**src/rtl/geo_pkg.sv**
```systemverilog
// Shared codes and field layout for the pixel address pipeline.
package geo_pkg;

  // Input AUX codes (cmd_data[35:32]).
  localparam logic [3:0] AuxNop0    = 4'd0;
  localparam logic [3:0] AuxDst1    = 4'd1;
  localparam logic [3:0] AuxDst2    = 4'd2;
  localparam logic [3:0] AuxDst3    = 4'd3;
  localparam logic [3:0] AuxDst4    = 4'd4;
  localparam logic [3:0] AuxNop5    = 4'd5;
  localparam logic [3:0] AuxSrc6    = 4'd6;
  localparam logic [3:0] AuxPass7   = 4'd7;
  localparam logic [3:0] AuxDstH    = 4'd8;
  localparam logic [3:0] AuxSrcH    = 4'd9;
  localparam logic [3:0] AuxPass10  = 4'd10;
  localparam logic [3:0] AuxPass11  = 4'd11;
  localparam logic [3:0] AuxDstWb   = 4'd12;
  localparam logic [3:0] AuxSrcWb   = 4'd13;
  localparam logic [3:0] AuxDstBase = 4'd14;
  localparam logic [3:0] AuxSrcBase = 4'd15;

  // Output cmd codes: every emitting command reports its own AUX code.
  localparam int unsigned OutCmdW    = 4;
  localparam logic [3:0]  OutDst1    = AuxDst1;
  localparam logic [3:0]  OutDst2    = AuxDst2;
  localparam logic [3:0]  OutDst3    = AuxDst3;
  localparam logic [3:0]  OutDst4    = AuxDst4;
  localparam logic [3:0]  OutSrc6    = AuxSrc6;
  localparam logic [3:0]  OutPass7   = AuxPass7;
  localparam logic [3:0]  OutPass10  = AuxPass10;
  localparam logic [3:0]  OutPass11  = AuxPass11;

  // Bits-per-pixel codes; the value is also the log2 shift.
  typedef enum logic [2:0] {
    Bpp1  = 3'd0,
    Bpp2  = 3'd1,
    Bpp4  = 3'd2,
    Bpp8  = 3'd3,
    Bpp16 = 3'd4
  } bpp_code_e;

  // pix_data field offsets, relative to ADDR_W (address occupies [ADDR_W-1:0]).
  localparam int unsigned PixBitLsb    = 0;
  localparam int unsigned PixBppLsb    = 4;
  localparam int unsigned PixColourLsb = 8;
  localparam int unsigned PixCmdLsb    = 16;
  localparam int unsigned PixExtraW    = 20;

  // Undefined codes 5..7 behave as 16 bpp.
  function automatic logic [2:0] bpp_shift(input logic [2:0] code);
    if (code > 3'(Bpp16)) begin
      return 3'(Bpp16);
    end
    return code;
  endfunction

endpackage

```
**src/rtl/pixel_addr_mac.sv**
```systemverilog
// Registered multiply-add: sum = y * width + x, loaded only when en is high.
module pixel_addr_mac #(
  parameter int unsigned COORD_W = 12,
  parameter int unsigned DIM_W   = 16
) (
  input  logic                     clk,
  input  logic                     reset,
  input  logic                     en,
  input  logic [COORD_W-1:0]       x,
  input  logic [COORD_W-1:0]       y,
  input  logic [DIM_W-1:0]         width,
  output logic [COORD_W+DIM_W:0]   sum
);

  localparam int unsigned SumW = COORD_W + DIM_W + 1;

  logic [SumW-1:0] sum_q;

  // Full-precision product; one extra bit absorbs the +x carry.
  always_ff @(posedge clk or negedge reset) begin
    if (!reset) begin
      sum_q <= '0;
    end else if (en) begin
      sum_q <= SumW'(y) * SumW'(width) + SumW'(x);
    end
  end

  assign sum = sum_q;

endmodule

```
**src/rtl/pixel_addr_pipe.sv**
```systemverilog
// Three-stage pixel command to memory address pipeline with clipping.
// S1 registers the command, S2 holds y*width+x and the clip decision,
// S3 is the output register (shift by bpp, add base).
module pixel_addr_pipe
  import geo_pkg::*;
#(
  parameter int unsigned ADDR_W  = 24,
  parameter int unsigned COORD_W = 12,
  parameter int unsigned DIM_W   = 16,
  parameter int unsigned CLIP_W  = 16
) (
  input  logic                   clk,
  input  logic                   reset,
  input  logic                   cmd_valid,
  output logic                   cmd_ready,
  input  logic [35:0]            cmd_data,
  output logic                   pix_valid,
  input  logic                   pix_ready,
  output logic [ADDR_W+19:0]     pix_data,
  output logic [CLIP_W-1:0]      clip_count
);

  localparam int unsigned MacW = COORD_W + DIM_W + 1;
  localparam int unsigned OffW = MacW + 4;
  localparam int unsigned CmpW = COORD_W + DIM_W;
  localparam int unsigned PixW = ADDR_W + PixExtraW;

  logic advance;

  // S1 state
  logic        s1_valid_q;
  logic [3:0]  s1_aux_q;
  logic [31:0] s1_data_q;

  // S1 decode
  logic               s1_is_dst, s1_is_src, s1_is_pass, s1_clip;
  logic [COORD_W-1:0] s1_x, s1_y;
  logic [DIM_W-1:0]   sel_w, sel_h;

  // Surface configuration
  logic [DIM_W-1:0]  dst_width_q, dst_height_q, src_width_q, src_height_q;
  logic [ADDR_W-1:0] dst_base_q, src_base_q;
  logic [2:0]        dst_code_q, src_code_q;

  // S2 state
  logic              s2_valid_q, s2_pass_q, s2_src_q, s2_clip_q;
  logic [3:0]        s2_aux_q;
  logic [31:0]       s2_data_q;
  logic [ADDR_W-1:0] s2_base_q;
  logic [2:0]        s2_code_q;
  logic [MacW-1:0]   dst_sum, src_sum;

  // S3 datapath and state
  logic [MacW-1:0]   sel_sum;
  logic [OffW-1:0]   bitoff;
  logic [ADDR_W-1:0] byte_addr;
  logic [PixW-1:0]   pix_data_d, pix_data_q;
  logic              pix_out_valid, pix_valid_q;
  logic [CLIP_W-1:0] clip_count_q;

  assign advance   = !pix_valid_q || pix_ready;
  assign cmd_ready = advance;

  // S1: capture every accepted command, bubbles otherwise.
  always_ff @(posedge clk or negedge reset) begin
    if (!reset) begin
      s1_valid_q <= 1'b0;
      s1_aux_q   <= '0;
      s1_data_q  <= '0;
    end else if (advance) begin
      s1_valid_q <= cmd_valid;
      if (cmd_valid) begin
        s1_aux_q  <= cmd_data[35:32];
        s1_data_q <= cmd_data[31:0];
      end
    end
  end

  // S1 decode: command class, coordinates and clip test against the selected surface.
  always_comb begin
    s1_is_dst  = 1'b0;
    s1_is_src  = 1'b0;
    s1_is_pass = 1'b0;
    case (s1_aux_q)
      AuxDst1, AuxDst2, AuxDst3, AuxDst4: s1_is_dst  = 1'b1;
      AuxSrc6:                            s1_is_src  = 1'b1;
      AuxPass7, AuxPass10, AuxPass11:     s1_is_pass = 1'b1;
      default: ;
    endcase
    s1_x    = COORD_W'(s1_data_q[11:0]);
    s1_y    = COORD_W'(s1_data_q[23:12]);
    sel_w   = s1_is_src ? src_width_q  : dst_width_q;
    sel_h   = s1_is_src ? src_height_q : dst_height_q;
    // A zero dimension makes every coordinate out of range.
    s1_clip = (CmpW'(s1_x) >= CmpW'(sel_w)) || (CmpW'(s1_y) >= CmpW'(sel_h));
  end

  // Config takes effect as it leaves S1, so older commands already in S2 see the
  // previous values and the next accepted command sees the new ones.
  always_ff @(posedge clk or negedge reset) begin
    if (!reset) begin
      dst_width_q  <= '0;
      dst_height_q <= '0;
      src_width_q  <= '0;
      src_height_q <= '0;
      dst_base_q   <= '0;
      src_base_q   <= '0;
      dst_code_q   <= '0;
      src_code_q   <= '0;
    end else if (advance && s1_valid_q) begin
      case (s1_aux_q)
        AuxDstWb: begin
          dst_width_q <= DIM_W'(s1_data_q[15:0]);
          dst_code_q  <= s1_data_q[26:24];
        end
        AuxSrcWb: begin
          src_width_q <= DIM_W'(s1_data_q[15:0]);
          src_code_q  <= s1_data_q[26:24];
        end
        AuxDstH:    dst_height_q <= DIM_W'(s1_data_q[15:0]);
        AuxSrcH:    src_height_q <= DIM_W'(s1_data_q[15:0]);
        AuxDstBase: dst_base_q   <= s1_data_q[ADDR_W-1:0];
        AuxSrcBase: src_base_q   <= s1_data_q[ADDR_W-1:0];
        default: ;
      endcase
    end
  end

  pixel_addr_mac #(
    .COORD_W (COORD_W),
    .DIM_W   (DIM_W)
  ) u_mac_dst (
    .clk   (clk),
    .reset (reset),
    .en    (advance && s1_valid_q && s1_is_dst),
    .x     (s1_x),
    .y     (s1_y),
    .width (dst_width_q),
    .sum   (dst_sum)
  );

  pixel_addr_mac #(
    .COORD_W (COORD_W),
    .DIM_W   (DIM_W)
  ) u_mac_src (
    .clk   (clk),
    .reset (reset),
    .en    (advance && s1_valid_q && s1_is_src),
    .x     (s1_x),
    .y     (s1_y),
    .width (src_width_q),
    .sum   (src_sum)
  );

  // S2: only commands that may emit (or be counted as clipped) stay valid here.
  always_ff @(posedge clk or negedge reset) begin
    if (!reset) begin
      s2_valid_q <= 1'b0;
      s2_pass_q  <= 1'b0;
      s2_src_q   <= 1'b0;
      s2_clip_q  <= 1'b0;
      s2_aux_q   <= '0;
      s2_data_q  <= '0;
      s2_base_q  <= '0;
      s2_code_q  <= '0;
    end else if (advance) begin
      s2_valid_q <= s1_valid_q && (s1_is_dst || s1_is_src || s1_is_pass);
      s2_pass_q  <= s1_is_pass;
      s2_src_q   <= s1_is_src;
      s2_clip_q  <= (s1_is_dst || s1_is_src) && s1_clip;
      s2_aux_q   <= s1_aux_q;
      s2_data_q  <= s1_data_q;
      s2_base_q  <= s1_is_src ? src_base_q : dst_base_q;
      s2_code_q  <= s1_is_src ? src_code_q : dst_code_q;
    end
  end

  // S3 datapath: bit offset, 16-bit word aligned byte address, output packing.
  always_comb begin
    sel_sum      = s2_src_q ? src_sum : dst_sum;
    bitoff       = OffW'(sel_sum) << bpp_shift(s2_code_q);
    byte_addr    = s2_base_q + ADDR_W'({bitoff[OffW-1:4], 1'b0});
    byte_addr[0] = 1'b0;

    pix_data_d = '0;
    pix_data_d[ADDR_W+PixCmdLsb +: OutCmdW] = s2_aux_q;
    if (s2_pass_q) begin
      pix_data_d[31:0] = s2_data_q;
    end else begin
      pix_data_d[ADDR_W+PixColourLsb +: 8] = s2_data_q[31:24];
      pix_data_d[ADDR_W+PixBppLsb +: 4]    = {1'b0, s2_code_q};
      pix_data_d[ADDR_W+PixBitLsb +: 4]    = bitoff[3:0];
      pix_data_d[ADDR_W-1:0]               = byte_addr;
    end
    pix_out_valid = s2_valid_q && !s2_clip_q;
  end

  // S3 output register and saturating clip counter; data holds while stalled.
  always_ff @(posedge clk or negedge reset) begin
    if (!reset) begin
      pix_valid_q  <= 1'b0;
      pix_data_q   <= '0;
      clip_count_q <= '0;
    end else if (advance) begin
      pix_valid_q <= pix_out_valid;
      if (pix_out_valid) begin
        pix_data_q <= pix_data_d;
      end
      if (s2_valid_q && s2_clip_q && (clip_count_q != '1)) begin
        clip_count_q <= clip_count_q + 1'b1;
      end
    end
  end

  assign pix_valid  = pix_valid_q;
  assign pix_data   = pix_data_q;
  assign clip_count = clip_count_q;

endmodule
```
**config.mk**
```make
export PLATFORM = sky130hd
export DESIGN_NAME = pixel_addr_pipe
export DESIGN_NICKNAME = d
export VERILOG_FILES = /design/src/rtl/geo_pkg.sv /design/src/rtl/pixel_addr_mac.sv /design/src/rtl/pixel_addr_pipe.sv
export SDC_FILE = /design/constraint.sdc
export NUM_CORES = 2
export LEC_CHECK = 0
export BUFFER_PORTS_ARGS = -buffer_cell sky130_fd_sc_hd__buf_4
export CORE_MARGIN = 8
export CORE_UTILIZATION = 55
export CTS_BUF_LIST = sky130_fd_sc_hd__clkbuf_16
export DETAILED_ROUTE_END_ITERATION = 8
export PLACE_DENSITY = 0.78
export SLEW_MARGIN = 10
export SYNTH_ARGS = -nofsm -noshare
export SYNTH_HDL_FRONTEND = slang
export SYNTH_SLANG_ARGS = --single-unit
```
**constraint.sdc**
```tcl
create_clock -name clk -period 7.4 [get_ports clk]
set_input_delay 0.37 -clock clk [delete_from_list [all_inputs] [get_ports clk]]
set_output_delay 0.37 -clock clk [all_outputs]
set_load 0.05 [all_outputs]
```
==> reports/metrics.yaml <==
sta:
  whs_ns: 0.0555
  min_period_ns: 6.53
  timing.slew.headroom_pct: 16.7
  finalSetupViolations: 0
  tightest_slew_ns: 1.25
  maxSlewViolCount: 0
  fin_skew_ns: 0.0278
  max_freq_mhz: 153
  grt_setup_unrepaired: "no"
  tns_ns: 0
  hold_viol: 0
  fin_crit_sh_pct: 88.2
setup_path:
  critical_path.startpoint: "s1_data_q[17]"
  end_kind: "register"
  r2r_cells: 19
  start_kind: "register"
  worstPathArrival_ns: 6.93
  reg2reg_from: "s1_data_q[17]"
  crit_path_end: "u_mac_dst.sum[23]"
  r2r_setup_slack_ns: 0.87
  timing.rr.end: "u_mac_dst.sum[23]"
  crit_fanout: 24
  worstSetupPathType: "reg2reg"
  crit_required_ns: 7.80
clock_tree:
  cts.sink_count: 334
  ctsHtreeMaxLevel: 2
  clk_pin_slew_ns: 0.06
  cts_setup_buffers: 0
  cts_buffers: 36
  root_buffer: "clkbuf_16"
  cts_tree: "done"
  clock_latency_ns: 0.55
  clock_path_buffers: 3
logic_synthesis:
  async_reset_ff_share_pct: 100
  yosysUniqueCellTypes: 70
  synth_edf_count: 0
  syn-instance-count: 3048
  synth.yosys.seq_area_share_pct: 28.8
  synth_top_area_share_pct: 28.8
  synth_fp_nets: 3584
  synth.most_common_cell: "nand2_1"
  avgSynthCellArea_um2: 9.54
  ys_ff_latch: 334
  yosys_warnings: 0
  ys_top_cells_by_count: "530 x nand2_1, 443 x inv_1, 334 x dfrtp_1"
  synthFlopType: "dfrtp_1"
  syn_area_um2: 29100
  ys_top_cells_by_area: "dfrtp_1 29%, fa_1 21%, ha_1 8.4%"
  yosysTopAreaCell: "dfrtp_1"
layout:
  diodes: 0
  nets: 3596
  fillerInstances: 4203
  drive_gt1_share_pct: 11.9
  finalNonFillerCells: 3774
  areaGrowthSynthToFinish_pct: 8.40
die:
  die-area_um2: 60500
  pin_count: 102
  die_h_um: 246
  fp.coreArea_um2: 52400
  row_count: 84
  start_util_pct: 55.4
  die_w_um: 246
grt:
  grt_pass1_wl_um: 124000
  grt_overflow_total: 0
  grt_pass1_vias: 23100
  grt_max_degree: 163
  grt_usage_pct: 25.8
  antenna_found_initial: 2
routing:
  drt_iter0_drc: 1673
  dr.pass1.iters: 6
  vias: 21900
  drtAntennaViolNets: 0
  drc_errors: 0
  wirelength_um: 77000
  via_per_inst: 5.79
  route.detailed.wl_per_inst_um: 20.4
placement:
  dp.cells: 3709
  dp.final_hpwl_um: 57200
  port_buffers: 101
  gp_congestion: 0.915
hold_path:
  hold_class: "in2reg"
run_status:
  outcome: "finished, final reports clean"
run:
  cap_violations: 0
cells by family after synthesis:
kind of cell	after synthesis	share of synthesized area, %
fa+ha+maj	496	29.1
mux	239	9.38
simple gates	894	14.1
flops	334	28.8
compound gates	392	8.11
buf+inv	608	7.92
xor+xnor	85	2.56
repair_timing:
item                                   CTS  global route
gates resized for setup                  0             0
hold buffers                             1             0
endpoints found under the hold margin   93             0
placed cells by master, fill, tap and decap left out, types with 11 or more instances in the layout:
cell,count
a211oi_1,14
a21o_1,31
a21oi_1,87
and2_1,181
and3_1,11
buf_4,135
clkbuf_16,36
dfrtp_1,333
fa_1,301
ha_1,195
inv_1,452
mux2_2,145
mux2i_1,81
mux4_2,12
nand2_1,530
nand3_1,16
nand3b_1,12
nor2_1,68
nor3_1,16
o21ai_0,176
o21bai_1,13
xnor2_1,48
xor2_1,37
worst max-delay path, stage by stage (launching register included):
cell      delay [ns]
dfrtp_1         1.17
buf_4           0.40
nand2_1         0.11
fa_1            0.49
fa_1            0.52
inv_1           0.06
fa_1            0.49
fa_1            0.50
inv_1           0.05
fa_1            0.47
inv_1           0.04
ha_1            0.31
a21oi_1         0.18
a21boi_1        0.30
o21ai_0         0.18
a221oi_1        0.53
o21bai_1        0.12
a21oi_1         0.19
xor2_1          0.18
o21ai_1         0.07
how the worst min path moves through the flow:
stage,depth (start not counted),start,slack (ns),to
2_1_floorplan,0,reset,0.07,clip_count[0]
3_3_place_gp,1,reset,0.44,pix_data[20]
3_5_place_dp,1,reset,0.46,pix_data[14]
4_1_cts,2,cmd_data[32],0.04,s1_aux_q[0]
5_1_grt,2,cmd_data[32],0.05,s1_aux_q[0]
6_report,2,cmd_data[32],0.06,s1_aux_q[0]
sequential cells by signal (all words and copies together) (netlist names), 16 cells and up:
register       count
u_mac_dst.sum     27
src_base_q        23
s2_base_q         23
s1_data_q         32
s2_data_q         32
src_height_q      16
dst_base_q        23
src_width_q       16
pix_data          44
u_mac_src.sum     27
dst_height_q      16
clip_count        16
dst_width_q       16
final cells by class:
| class | instances | area [µm²] | area share, % |
|---|---|---|---|
| Tap cell | 688 | 861 | 2.73 |
| Timing Repair Buffer | 138 | 1060 | 3.36 |
| Clock inverter | 28 | 218 | 0.691 |
| Multi-Input combinational cell | 2106 | 18400 | 58.5 |
| Sequential cell | 334 | 8360 | 26.5 |
| Inverter | 444 | 1670 | 5.29 |
| Clock buffer | 36 | 901 | 2.86 |
per-layer routing:
metal	up-vias	global-route usage, %	routed length, µm
met5	-	0	0
li1	9716	-	-
met2	911	42.3	36700
met1	10900	31.9	29300
met3	284	3.25	5050
met4	0	16.8	5890
metrics by stage:
stage	setup WS [ns]	utilization, %	instance area [µm²]
finish	0.870	60.1	31500
floorplan	1.81	-	29100
global placement	1.26	57.9	30400
CTS	1.02	60.1	31500
detailed placement	1.05	57.9	30400
global route	0.583	60.1	31500
Power is not shown: default switching activity piles up to over one toggle a cycle in this logic, so the estimate is an artifact.
